## src/rtl/snax_generic_shell_ctrl.sv

```systemverilog
// Generic accelerator shell controller.
//
// Takes one CSR set transaction, hands the latched configuration to the
// accelerator through a valid/ready handshake, tracks the accelerator busy
// phase and then waits for the write streams to drain. The controller only
// observes the streamer ports and never drives them. It also keeps
// saturating performance counters that stay readable until the next
// configuration is accepted.
//
// Ports:
//   clk_i, rst_ni             clock, synchronous active-low reset
//   csr_reg_set_i             RW CSR values; the last entry is the start CSR
//   csr_reg_set_valid_i/_o    CSR set handshake (ready only while idle)
//   csr_reg_ro_set_o          [0] busy, [1] perf cycles, [2] read stalls,
//                             [3+w] beats seen on write port w
//   acc_cfg_o                 latched configuration to the accelerator
//   acc_cfg_valid_o/ready_i   accelerator configuration handshake
//   acc_busy_i                accelerator busy indication
//   rd_valid_i/rd_ready_i     observed streamer-to-accelerator handshakes
//   wr_valid_i/wr_ready_i     observed accelerator-to-streamer handshakes
module snax_generic_shell_ctrl #(
  parameter int unsigned NumRdPorts   = 14,
  parameter int unsigned NumWrPorts   = 4,
  parameter int unsigned RegRWCount   = 7,
  parameter int unsigned RegDataWidth = 32,
  parameter int unsigned StartGrace   = 16,
  localparam int unsigned RegROCount  = 3 + NumWrPorts
) (
  input  logic                    clk_i,
  input  logic                    rst_ni,
  input  logic [RegDataWidth-1:0] csr_reg_set_i [RegRWCount],
  input  logic                    csr_reg_set_valid_i,
  output logic                    csr_reg_set_ready_o,
  output logic [RegDataWidth-1:0] csr_reg_ro_set_o [RegROCount],
  output logic [RegDataWidth-1:0] acc_cfg_o [RegRWCount-1],
  output logic                    acc_cfg_valid_o,
  input  logic                    acc_cfg_ready_i,
  input  logic                    acc_busy_i,
  input  logic [NumRdPorts-1:0]   rd_valid_i,
  input  logic [NumRdPorts-1:0]   rd_ready_i,
  input  logic [NumWrPorts-1:0]   wr_valid_i,
  input  logic [NumWrPorts-1:0]   wr_ready_i
);

  localparam int unsigned NumCfg = RegRWCount - 1;
  localparam int unsigned GraceW = (StartGrace > 1) ? $clog2(StartGrace) : 1;
  localparam logic [GraceW-1:0] GraceLast = GraceW'(StartGrace - 1);

  typedef enum logic [1:0] {StIdle, StConfig, StBusy, StDrain} state_e;

  state_e                  state_q, state_d;
  logic [RegDataWidth-1:0] cfg_q [NumCfg];
  logic [RegDataWidth-1:0] cfg_d [NumCfg];
  logic                    busy_seen_q, busy_seen_d;
  logic [GraceW-1:0]       grace_q, grace_d;
  logic [RegDataWidth-1:0] perf_q, perf_d;
  logic [RegDataWidth-1:0] stall_q, stall_d;
  logic [RegDataWidth-1:0] beats_q [NumWrPorts];
  logic [RegDataWidth-1:0] beats_d [NumWrPorts];

  // The start CSR carries no payload: a valid set transaction is the start.
  logic unused_start;
  assign unused_start = ^csr_reg_set_i[RegRWCount-1];

  function automatic logic [RegDataWidth-1:0] sat_inc(input logic [RegDataWidth-1:0] v);
    return (&v) ? v : v + 1'b1;
  endfunction

  always_comb begin
    state_d     = state_q;
    cfg_d       = cfg_q;
    busy_seen_d = busy_seen_q;
    grace_d     = grace_q;
    perf_d      = perf_q;
    stall_d     = stall_q;
    beats_d     = beats_q;

    unique case (state_q)
      StIdle: begin
        if (csr_reg_set_valid_i) begin
          for (int unsigned i = 0; i < NumCfg; i++) begin
            cfg_d[i] = csr_reg_set_i[i];
          end
          busy_seen_d = 1'b0;
          grace_d     = '0;
          perf_d      = '0;
          stall_d     = '0;
          for (int unsigned w = 0; w < NumWrPorts; w++) begin
            beats_d[w] = '0;
          end
          state_d = StConfig;
        end
      end
      StConfig: begin
        if (acc_cfg_ready_i) state_d = StBusy;
      end
      StBusy: begin
        if (acc_busy_i) begin
          busy_seen_d = 1'b1;
        end else if (busy_seen_q || (grace_q == GraceLast)) begin
          // Either the run finished, or the accelerator never started and
          // the grace window is used up (instant-finish case).
          state_d = StDrain;
        end
        if (grace_q != GraceLast) grace_d = grace_q + 1'b1;
      end
      StDrain: begin
        if (wr_valid_i == '0) state_d = StIdle;
      end
      default: state_d = StIdle;
    endcase

    if (state_q != StIdle) perf_d = sat_inc(perf_q);

    if ((state_q == StBusy) || (state_q == StDrain)) begin
      if (|(rd_valid_i & ~rd_ready_i)) stall_d = sat_inc(stall_q);
      for (int unsigned w = 0; w < NumWrPorts; w++) begin
        if (wr_valid_i[w] && wr_ready_i[w]) beats_d[w] = sat_inc(beats_q[w]);
      end
    end
  end

  always_ff @(posedge clk_i) begin
    if (!rst_ni) begin
      state_q     <= StIdle;
      busy_seen_q <= 1'b0;
      grace_q     <= '0;
      perf_q      <= '0;
      stall_q     <= '0;
      for (int unsigned i = 0; i < NumCfg; i++) begin
        cfg_q[i] <= '0;
      end
      for (int unsigned w = 0; w < NumWrPorts; w++) begin
        beats_q[w] <= '0;
      end
    end else begin
      state_q     <= state_d;
      busy_seen_q <= busy_seen_d;
      grace_q     <= grace_d;
      perf_q      <= perf_d;
      stall_q     <= stall_d;
      cfg_q       <= cfg_d;
      beats_q     <= beats_d;
    end
  end

  // Handshake outputs are masked by reset so nothing is offered while the
  // reset is being applied, even before the state register has settled.
  assign csr_reg_set_ready_o = rst_ni && (state_q == StIdle);
  assign acc_cfg_valid_o     = rst_ni && (state_q == StConfig);
  assign acc_cfg_o           = cfg_q;

  always_comb begin
    csr_reg_ro_set_o[0] = RegDataWidth'(state_q != StIdle);
    csr_reg_ro_set_o[1] = perf_q;
    csr_reg_ro_set_o[2] = stall_q;
    for (int unsigned w = 0; w < NumWrPorts; w++) begin
      csr_reg_ro_set_o[3+w] = beats_q[w];
    end
  end

endmodule

```

## config.mk

```make
export PLATFORM = sky130hd
export DESIGN_NAME = snax_generic_shell_ctrl
export DESIGN_NICKNAME = d
export VERILOG_FILES = /design/src/rtl/snax_generic_shell_ctrl.sv
export SDC_FILE = /design/constraint.sdc
export NUM_CORES = 1
export LEC_CHECK = 0
export ABC_AREA = 1
export BUFFER_PORTS_ARGS = -buffer_cell sky130_fd_sc_hd__buf_2
export CAP_MARGIN = 20
export CORE_AREA = 2 2 265 267
export DETAILED_ROUTE_END_ITERATION = 16
export DIE_AREA = 0 0 267 269
export PLACE_DENSITY = 0.51
export SLEW_MARGIN = 0
export SYNTH_ARGS = -nofsm -noshare
export SYNTH_HDL_FRONTEND = slang
export SYNTH_SLANG_ARGS = --single-unit
```

## constraint.sdc

```tcl
create_clock -name clk_i -period 5.1 [get_ports clk_i]
set_input_delay 0.51 -clock clk_i [delete_from_list [all_inputs] [get_ports clk_i]]
set_output_delay 0.51 -clock clk_i [all_outputs]
set_load 0.03 [all_outputs]
```

==> flow_summary.json <==
{
  "status": "complete, no violations",
  "layout-drive-gt1-share": 0.2070,
  "whs_path_depth": 3,
  "fillers": 7621,
  "crit_path_end": "stall_q[13]",
  "rr_endpoint": "stall_q[13]",
  "endpoint_kind": "flip-flop",
  "crit_arrival_ns": 3.82,
  "port_buffers": 619,
  "critical_path_class": "flip-flop to flip-flop",
  "ant_nets": 0,
  "fin_worst_skew_ns": 0.02516,
  "numCtsBuffers": 49,
  "start_kind": "flip-flop",
  "cp_cell_sequence": "inv_1, ha_1, inv_1, nand2_2, buf_4, clkinv_1, nor2_1, nand2_4, inv_4, nand2_1, nand2_1, nand2_1, nor2_1",
  "gp_congestion": 0.8692,
  "async_reset_ff_frac": 0,
  "holdWs_ns": 0.1513,
  "reg2reg_slack_ns": 1.83,
  "worst_path_largest_cell_delay_ns": 0.76,
  "cts_resized": 0,
  "fmax_mhz": 305.3,
  "die_x_um": 267,
  "pre_cts_ws_ns": 1.584,
  "clock_sinks": 391,
  "r2r_start": "state_q[0]",
  "ir_worst_vdd_mv": 0.3289,
  "period_share": 0.6421,
  "worst-path-max-fanout": 33,
  "critPathTopFamily": "simple AND/OR/NAND/NOR gates",
  "wl_per_cell_um": 17.27,
  "grt_pass1_vias": 21070,
  "required_ns": 5.65,
  "antenna_found_initial": 25,
  "cts_setup_buffers": 0,
  "synthToLayoutAreaGrowth_pct": 25.01,
  "cts.reportedPaths.clkPinSlew_ns": 0.06,
  "die-area_mm2": 0.07182,
  "critPathMostFrequentCell": "nand2_1",
  "fin_util": 0.3810,
  "cts_buffer_depth": 3,
  "drt_iter0_drc": 1416,
  "layout.nets": 4148,
  "synth_cell_types": 54,
  "via_count": 22690,
  "finalSetupTns_ns": 0,
  "syn_area_mm2": 0.02112,
  "grt_usage": 0.2229,
  "fp.dieH_um": 269,
  "critPathBufInv": 5,
  "hold_violations": 0,
  "rows": 97,
  "final_common_cell": "nand2_1",
  "syn_avg_cell_area_um2": 6.359,
  "synth_edf_count": 0,
  "power_w": 0.01105,
  "p_leak_nw": 12.57,
  "setup_ws_ns": 1.825,
  "power.density_mw_per_mm2": 418.4,
  "setup_viol": 0,
  "grt_pass1_wl_um": 125700,
  "critPathSlowestCell": "nor2_1",
  "yosysSeqAreaShare": 0.3706,
  "drt-total-wl_um": 83910,
  "grt_overflow_total": 0,
  "slew_viol_final": 0,
  "crit_cells": 13,
  "period_needed_ns": 3.275,
  "io_pins": 683,
  "r2r_cells": 13,
  "hold_class": "input port to flip-flop",
  "layout_common_cells": "755 x nand2_1, 731 x nor2_1, 618 x buf_2",
  "core_mm2": 0.06930,
  "slew_headroom": 0.3282,
  "firstDrtPassIters": 5,
  "rsz0062_at_grt": "no",
  "critical_path.startpoint": "state_q[0]",
  "hpwl_um": 62280,
  "grt_max_degree": 106,
  "via_per_inst": 4.670,
  "clock_latency_ns": 0.60,
  "synth_seq_cells": 391,
  "synthFlopType": "dfxtp_1",
  "hold_buffers": 0,
  "yosysWarnings": 0,
  "drv_cap": 0,
  "start_util": 0.3048,
  "worst_pin_slew_ns": 1.008,
  "cts-htree-levels": 2,
  "synth_cells": 3322,
  "drc": 0,
  "cts_root_buf": "clkbuf_16",
  "cts_tree": "built"
}
worst min-delay path by stage:
stage / endpoint / start / slack, ns
finish: acc_cfg_o[47] / csr_reg_set_i[79] / 0.15
global route: acc_cfg_o[27] / csr_reg_set_i[59] / 0.14
CTS: acc_cfg_o[47] / csr_reg_set_i[79] / 0.12
detailed placement: busy_seen_q / busy_seen_q / 0.46
global placement: acc_cfg_o[107] / acc_cfg_o[107] / 0.46
floorplan: busy_seen_q / busy_seen_q / 0.44
flip-flops by register name (all words and copies together), names as in the netlist:
name and count:
grace_q 4, busy_seen_q 1, stall_q 32, csr_reg_ro_set_o 128
perf_q 32, state_q 2, acc_cfg_o 192
through the flow:
| step | cell area, um^2 | cells |
|---|---|---|
| 6_report | 26410 | 4859 |
| 5_1_grt | 26400 | 4856 |
| 4_1_cts | 26370 | 4847 |
| 3_5_place_dp | 24760 | 4759 |
| 3_3_place_gp | 24760 | 4759 |
| 2_1_floorplan | 21240 | 3352 |
worst reg2reg max path: cells and delay by family, from the launching register on:
kind	cells	cell delay (ns)
buffers and inverters	5	1.08
flip-flops	1	0.33
adder cells (fa/ha/maj)	1	0.23
AND/OR/NAND/NOR	7	1.60
layer usage:
metal / vias up / part of all wire / track usage / routed length, um
met5: - / 0.00057 / 0 / 48
li1: 11660 / - / - / -
met2: 617 / 0.47 / 0.3763 / 39530
met1: 10270 / 0.42 / 0.2676 / 35190
met3: 139 / 0.082 / 0.07388 / 6867
met4: 10 / 0.027 / 0.06909 / 2263
layout make-up:
class | instances | area, um^2 | area share
Sequential cell | 391 | 7828 | 0.2964
Clock inverter | 18 | 193.9 | 0.007344
Inverter | 337 | 1275 | 0.04828
Multi-Input combinational cell | 2454 | 11240 | 0.4258
Clock buffer | 70 | 1415 | 0.05359
Tap cell | 940 | 1176 | 0.04454
Timing Repair Buffer | 638 | 3247 | 0.1230
Antenna cell | 11 | 27.53 | 0.001042
Yosys cell counts, types with 4 or more instances:
cell type  number  area, um^2
buf_4          34       255.2
ha_1           12       150.1
a21oi_2         6       52.55
nor2_1        731        2744
xnor2_1        10       87.58
nor3_1         62       310.3
nand3b_1        6       45.04
nor2_2         13       81.33
clkbuf_1       71       266.5
o211ai_1       20       150.1
nand2_1       756        2838
nor2_4          5       56.30
inv_1         325        1220
nand4_1        74       462.9
buf_1          10       37.54
nand3_2        15       150.1
a31oi_1         4       25.02
nor4_1         12       75.07
inv_2           6       22.52
xor2_1         31       271.5
o21ai_1         4       20.02
o21ai_0       283        1416
nand3_1       224        1121
a21oi_1        86       430.4
o21a_1          4       30.03
dfxtp_1       391        7828
a21boi_0        4       30.03
nand2_2        13       81.33
and3_1          6       37.54
buf_2          43       215.2
or2_2           8       50.05
clkinv_1        5       18.77
nor3_2          6       60.06
buf_6           8       90.09
power breakdown:
group	internal, W	switching (W)	leakage [nW]
sequential	0.00350	0.000232	3.19
clock	0.00204	0.00147	0.796
combinational	0.000872	0.00294	8.59
total	0.00641	0.00464	12.6
cells by family (layout without fill, tap and decap cells):
| kind of cell | after synthesis | count (layout) | share of synthesized area |
|---|---|---|---|
| simple gates | 1948 | 1948 | 0.3953 |
| buf+inv | 507 | 1063 | 0.1035 |
| compound gates | 420 | 420 | 0.1054 |
| flops | 391 | 391 | 0.3706 |
| xor+xnor | 41 | 41 | 0.01700 |
| fa+ha+maj | 12 | 12 | 0.007108 |
| mux | 2 | 2 | 0.0009477 |
| other cells | 1 | 42 | 0.0001775 |
(Power assumes the default switching activity.)
